## src/rtl/id_ex_stage.sv

```systemverilog
// ID/EX pipeline register: 1-cycle latency; holds under ex_ready=0, inserts load-use bubbles, flush kills.
// Optional ID_EX_PERF_COUNTERS_EN adds bubble_count / flush_count outputs.
module id_ex_stage #(
  parameter int DATA_WIDTH     = 32,
  parameter int REG_ADDR_WIDTH = 5,
  parameter int ALUOP_WIDTH    = 2,
  parameter int FUNCT_WIDTH    = 4
) (
  input  logic                      clk,
  input  logic                      rst_n,
  input  logic                      flush,
  input  logic                      id_valid,
  output logic                      id_ready,
  input  logic                      id_branch,
  input  logic                      id_mem_read,
  input  logic                      id_mem_to_reg,
  input  logic                      id_mem_write,
  input  logic                      id_alu_src,
  input  logic                      id_reg_write,
  input  logic [ALUOP_WIDTH-1:0]    id_alu_op,
  input  logic [FUNCT_WIDTH-1:0]    id_funct,
  input  logic [DATA_WIDTH-1:0]     id_pc,
  input  logic [DATA_WIDTH-1:0]     id_rs1_data,
  input  logic [DATA_WIDTH-1:0]     id_rs2_data,
  input  logic [DATA_WIDTH-1:0]     id_imm,
  input  logic [REG_ADDR_WIDTH-1:0] id_rs1,
  input  logic [REG_ADDR_WIDTH-1:0] id_rs2,
  input  logic [REG_ADDR_WIDTH-1:0] id_rd,
  input  logic                      ex_ready,
  output logic                      ex_valid,
  output logic                      ex_branch,
  output logic                      ex_mem_read,
  output logic                      ex_mem_to_reg,
  output logic                      ex_mem_write,
  output logic                      ex_alu_src,
  output logic                      ex_reg_write,
  output logic [ALUOP_WIDTH-1:0]    ex_alu_op,
  output logic [FUNCT_WIDTH-1:0]    ex_funct,
  output logic [DATA_WIDTH-1:0]     ex_pc,
  output logic [DATA_WIDTH-1:0]     ex_rs1_data,
  output logic [DATA_WIDTH-1:0]     ex_rs2_data,
  output logic [DATA_WIDTH-1:0]     ex_imm,
  output logic [REG_ADDR_WIDTH-1:0] ex_rs1,
  output logic [REG_ADDR_WIDTH-1:0] ex_rs2,
  output logic [REG_ADDR_WIDTH-1:0] ex_rd,
`ifdef ID_EX_PERF_COUNTERS_EN
  output logic                      hazard_stall,
  output logic [31:0]               bubble_count,
  output logic [31:0]               flush_count
`else
  output logic                      hazard_stall
`endif
);

  logic bubble;

  // Conservative: both source indices are compared whatever the opcode.
  assign hazard_stall = id_valid & ex_valid & ex_mem_read & (ex_rd != '0) &
                        ((ex_rd == id_rs1) | (ex_rd == id_rs2));
  assign id_ready     = flush | ((~ex_valid | ex_ready) & ~hazard_stall);
  assign bubble       = ~flush & hazard_stall & ex_ready;

  always_ff @(posedge clk) begin
    if (!rst_n) begin
      ex_valid      <= 1'b0;
      ex_branch     <= 1'b0;
      ex_mem_read   <= 1'b0;
      ex_mem_to_reg <= 1'b0;
      ex_mem_write  <= 1'b0;
      ex_alu_src    <= 1'b0;
      ex_reg_write  <= 1'b0;
      ex_alu_op     <= '0;
      ex_funct      <= '0;
      ex_pc         <= '0;
      ex_rs1_data   <= '0;
      ex_rs2_data   <= '0;
      ex_imm        <= '0;
      ex_rs1        <= '0;
      ex_rs2        <= '0;
      ex_rd         <= '0;
    end else if (flush || bubble || (!(ex_valid && !ex_ready) && !id_valid)) begin
      // Empty slot: controls zeroed so EX needs no valid gating; payload holds.
      ex_valid      <= 1'b0;
      ex_branch     <= 1'b0;
      ex_mem_read   <= 1'b0;
      ex_mem_to_reg <= 1'b0;
      ex_mem_write  <= 1'b0;
      ex_alu_src    <= 1'b0;
      ex_reg_write  <= 1'b0;
    end else if (id_valid && id_ready) begin
      ex_valid      <= 1'b1;
      ex_branch     <= id_branch;
      ex_mem_read   <= id_mem_read;
      ex_mem_to_reg <= id_mem_to_reg;
      ex_mem_write  <= id_mem_write;
      ex_alu_src    <= id_alu_src;
      ex_reg_write  <= id_reg_write;
      ex_alu_op     <= id_alu_op;
      ex_funct      <= id_funct;
      ex_pc         <= id_pc;
      ex_rs1_data   <= id_rs1_data;
      ex_rs2_data   <= id_rs2_data;
      ex_imm        <= id_imm;
      ex_rs1        <= id_rs1;
      ex_rs2        <= id_rs2;
      ex_rd         <= id_rd;
    end
  end

`ifdef ID_EX_PERF_COUNTERS_EN
  always_ff @(posedge clk) begin
    if (!rst_n) begin
      bubble_count <= '0;
      flush_count  <= '0;
    end else begin
      if (bubble) bubble_count <= bubble_count + 32'd1;
      if (flush && (ex_valid || id_valid)) flush_count <= flush_count + 32'd1;
    end
  end
`endif

endmodule

```

## config.mk

```make
export PLATFORM = sky130hd
export DESIGN_NAME = id_ex_stage
export DESIGN_NICKNAME = d
export VERILOG_FILES = /design/src/rtl/id_ex_stage.sv
export SDC_FILE = /design/constraint.sdc
export NUM_CORES = 1
export LEC_CHECK = 0
export CELL_PAD_IN_SITES_DETAIL_PLACEMENT = 0
export CELL_PAD_IN_SITES_GLOBAL_PLACEMENT = 2
export CORE_MARGIN = 8
export CORE_UTILIZATION = 24
export CTS_CLUSTER_DIAMETER = 40
export CTS_CLUSTER_SIZE = 10
export DETAILED_ROUTE_END_ITERATION = 10
export GPL_ROUTABILITY_DRIVEN = 0
export GPL_TIMING_DRIVEN = 0
export PLACE_DENSITY = 0.9
export SLEW_MARGIN = 10
export SYNTH_ARGS = -nofsm -noshare
export SYNTH_HDL_FRONTEND = slang
export SYNTH_SLANG_ARGS = --single-unit
```

## constraint.sdc

```tcl
create_clock -name clk -period 4 [get_ports clk]
set_input_delay 0.8 -clock clk [delete_from_list [all_inputs] [get_ports clk]]
set_output_delay 0.8 -clock clk [all_outputs]
set_load 0.01 [all_outputs]
```

==> impl_metrics.tcl <==
set metrics [dict create \
    ys_seq_elements 156 \
    dieHeight_um 179.3 \
    grt_start_max_net_pins 17 \
    power.leakage_nw 3.986 \
    crit_path_frequent_cell "sky130_fd_sc_hd__clkdlybuf4s50_1" \
    drt.antenna.violating_nets 0 \
    worstPathCellList "clkdlybuf4s50_1, xnor2_1, nand3_1, o22a_1, nor2_1, o21bai_1, clkdlybuf4s50_1" \
    finalCriticalPeriod_ns 3.504 \
    post-route-period-util_pct 87.59 \
    critPathBufInv 2 \
    fin_worst_skew_ns 0.01416 \
    sinks_on_clock_net 156 \
    clock_latency_ns 0.42 \
    worstSetupStartpointType "input port" \
    hold_viol_final 0 \
    drc_marker_count_from_the_first_detailed_route_iteration 232 \
    timing.critical_path.max_delay_family "buffers and inverters" \
    hpwlAfterDp_um 18300 \
    syn_inst 710 \
    areaGrowthSynthToFinish_pct 64.99 \
    grt_util_all_layers_pct 14.64 \
    ctsRootBufferMaster "sky130_fd_sc_hd__clkbuf_16" \
    fmax_ghz 0.2854 \
    antenna_found_initial 2 \
    setup_tns_ns 0 \
    vias_per_cell 4.256 \
    via_count_of_the_first_global_routing_pass 6121 \
    syn-mean-instance-area_um2 9.019 \
    netlist.top_cell.by_area "sky130_fd_sc_hd__dfxtp_1" \
    wl_per_cell_um 17.33 \
    worst-endpoint-required_ns 3.20 \
    timing.critical_path.slowest_stage_cell "sky130_fd_sc_hd__clkdlybuf4s50_1" \
    fp.dieArea_mm2 0.03216 \
    cts.repair.resized 0 \
    timing.hold.worst.class "reg -> reg" \
    ys_seq_area_share_pct 48.77 \
    number_of_rows_in_the_core_area 59 \
    drt_first_pass_iters 4 \
    clock_tree.htree_level_count 4 \
    place_ws_ns 0.5181 \
    numPortBuffers 316 \
    largest_stage_delay_worst_path_ns 0.51 \
    gr-total-overflow 0 \
    post_cts.repair.setup_buffers 0 \
    yosysWarnings 0 \
    netSwitchingFraction_pct 27.16 \
    critPathMaxFanout 8 \
    path_clk_slew_ns 0.06 \
    yosys-top-cells-area "sky130_fd_sc_hd__dfxtp_1 (49%), sky130_fd_sc_hd__mux2i_1 (23%), sky130_fd_sc_hd__nand2_1 (18%)" \
    global_route_wire_length_before_repair_um 36170 \
    p_comb_share_pct 16.2 \
    layout-drive-gt1-share_pct 4.631 \
    share_clk_of_total_power_pct 41.5 \
    nets_in_the_synthesized_netlist 870 \
    post-synth-top-area-fraction_pct 48.77 \
    layout_setup_ws_ns 0.4963 \
    cts_inserted_buffers 17 \
    die_width_um 179.3 \
    coreArea_mm2 0.02613 \
    cts_hold_repair.buffers 0 \
    cts_tree "yes" \
    max_buffers_root_to_sink 2 \
    power_switching_mw 1.079 \
    ant_diodes 0 \
    setup.worst_path.end_class "output port" \
    status "complete, no violations" \
    boundaryPins 318 \
    timing_max_transition_violations_final 0 \
    rsz0062_at_grt "false" \
    cp.arrival_ns 2.70 \
    residual_drc_count 0 \
    via_count 5928 \
    synth_edf_count 0 \
    worst-setup-path-type "in -> out" \
    effective_utilization_at_floorplan_pct 24.50 \
    setup_viol_count_final 0 \
    timing.slew.headroom_pct 47.47 \
    p_seq_share_pct 42.3 \
    yosys_most_used_dff "sky130_fd_sc_hd__dfxtp_1" \
    routed_wirelength_um 24130 \
    post_synth_instance_area_mm2 0.006404 \
    netlist-cell-type-count 27 \
    power.density_mw_per_mm2 375.9 \
    fillCellCount 2660 \
    async_reset_ff_share_pct 0 \
    max_cap_viol_count 0 \
    internal_power_mw 2.893 \
    max-vdd-ir-drop_uv 191.8 \
    worst-slew-pin-transition_ns 0.7880 \
    num-nets-final 1205 \
]
## worst min-delay path, stage by stage, from the launching register on
cell,delay (ns)
sky130_fd_sc_hd__dfxtp_1,0.31
sky130_fd_sc_hd__nand2_1,0.05
sky130_fd_sc_hd__mux2i_1,0.05
## cells in the mapped netlist, drive strengths merged (2+ instances only)
master,number
mux2i,150
nand4b,5
nor2,3
buf,17
a31oi,5
dfxtp,156
nand2,307
clkbuf,34
o21ai,2
nand2b,2
o211ai,5
xnor2,10
nand3,2
## logic make-up after synthesis
group | share of synthesized area, %
flops | 48.77
buf+inv | 4.650
xor+xnor | 1.368
compound gates | 2.130
simple gates | 19.64
mux | 23.45
## through the flow
stage	utilization [%]	cell area, um^2	power, mW	cells	hold WS [ns]
after floorplan	-	6404	1.968	710	0.4790
after global placement	38.21	9986	2.361	1361	0.4408
after detailed placement	38.21	9986	2.364	1361	0.4463
after CTS	40.43	10570	4.049	1393	0.4579
after global routing	40.43	10570	4.163	1393	0.4764
final	40.43	10570	3.972	1393	0.4558
## cells in the final DEF, fill, tap and decap left out, drive strengths merged
master and count:
o31a 1, o22ai 1, o21a 1, clkinv 4, nor2b 1, nand2 307
bufinv 1, clkbuf 52, o21bai 1, a21oi 1, dfxtp 156, xnor2 10
o311a 1, o211ai 5, a31oi 5, mux2i 150, nand2b 2, nand3b 1
nand4b 5, o21ai 2, buf 17, o22a 1, clkdlybuf4s50 316, or3 1
inv 10, nor3b 1, nand3 2, nor2 3
## cell type report
class	instances	area, um^2	area share [%]
timing repair buffer	316	3163	29.94
tap	335	419.2	3.967
clock inverter	14	150.1	1.421
clock buffer	18	429.2	4.062
buffer	51	294.0	2.783
inverter	1	3.754	0.03553
multi-input combinational	502	2983	28.23
sequential	156	3123	29.56
## power groups by stage
| stage | clock [mW] | sequential, mW | combinational [mW] |
|---|---|---|---|
| after floorplan | 0 | 1.75 | 0.223 |
| after global placement | 0 | 1.71 | 0.650 |
| after detailed placement | 0 | 1.71 | 0.651 |
| after CTS | 1.72 | 1.68 | 0.654 |
| after global routing | 1.78 | 1.69 | 0.697 |
| final | 1.65 | 1.68 | 0.643 |
## per-layer routing
layer | GRT usage, % | wire, um | vias up | part of all wire, %
met5 | 0 | 27 | - | 0.11
met4 | 5.137 | 408 | 4 | 1.7
met3 | 5.763 | 2281 | 23 | 9.5
met2 | 23.36 | 11060 | 210 | 46
met1 | 17.74 | 10360 | 2700 | 43
li1 | - | - | 2991 | -
## worst paths after layout
check / from / end / slack, ns / cells after the start
worst max-delay path: id_rs2[3] / id_ready / 0.50 / 7
worst min-delay path: ex_pc[4]$_SDFFE_PN0P_ / ex_pc[4]$_SDFFE_PN0P_ / 0.46 / 2
worst max register to register: ex_rd[4]$_SDFFE_PN0P_ / ex_imm[4]$_SDFFE_PN0P_ / 1.64 / 7
worst min register to register: ex_pc[4]$_SDFFE_PN0P_ / ex_pc[4]$_SDFFE_PN0P_ / 0.46 / 2
No activity file was read; power rests on OpenSTA's default activity.
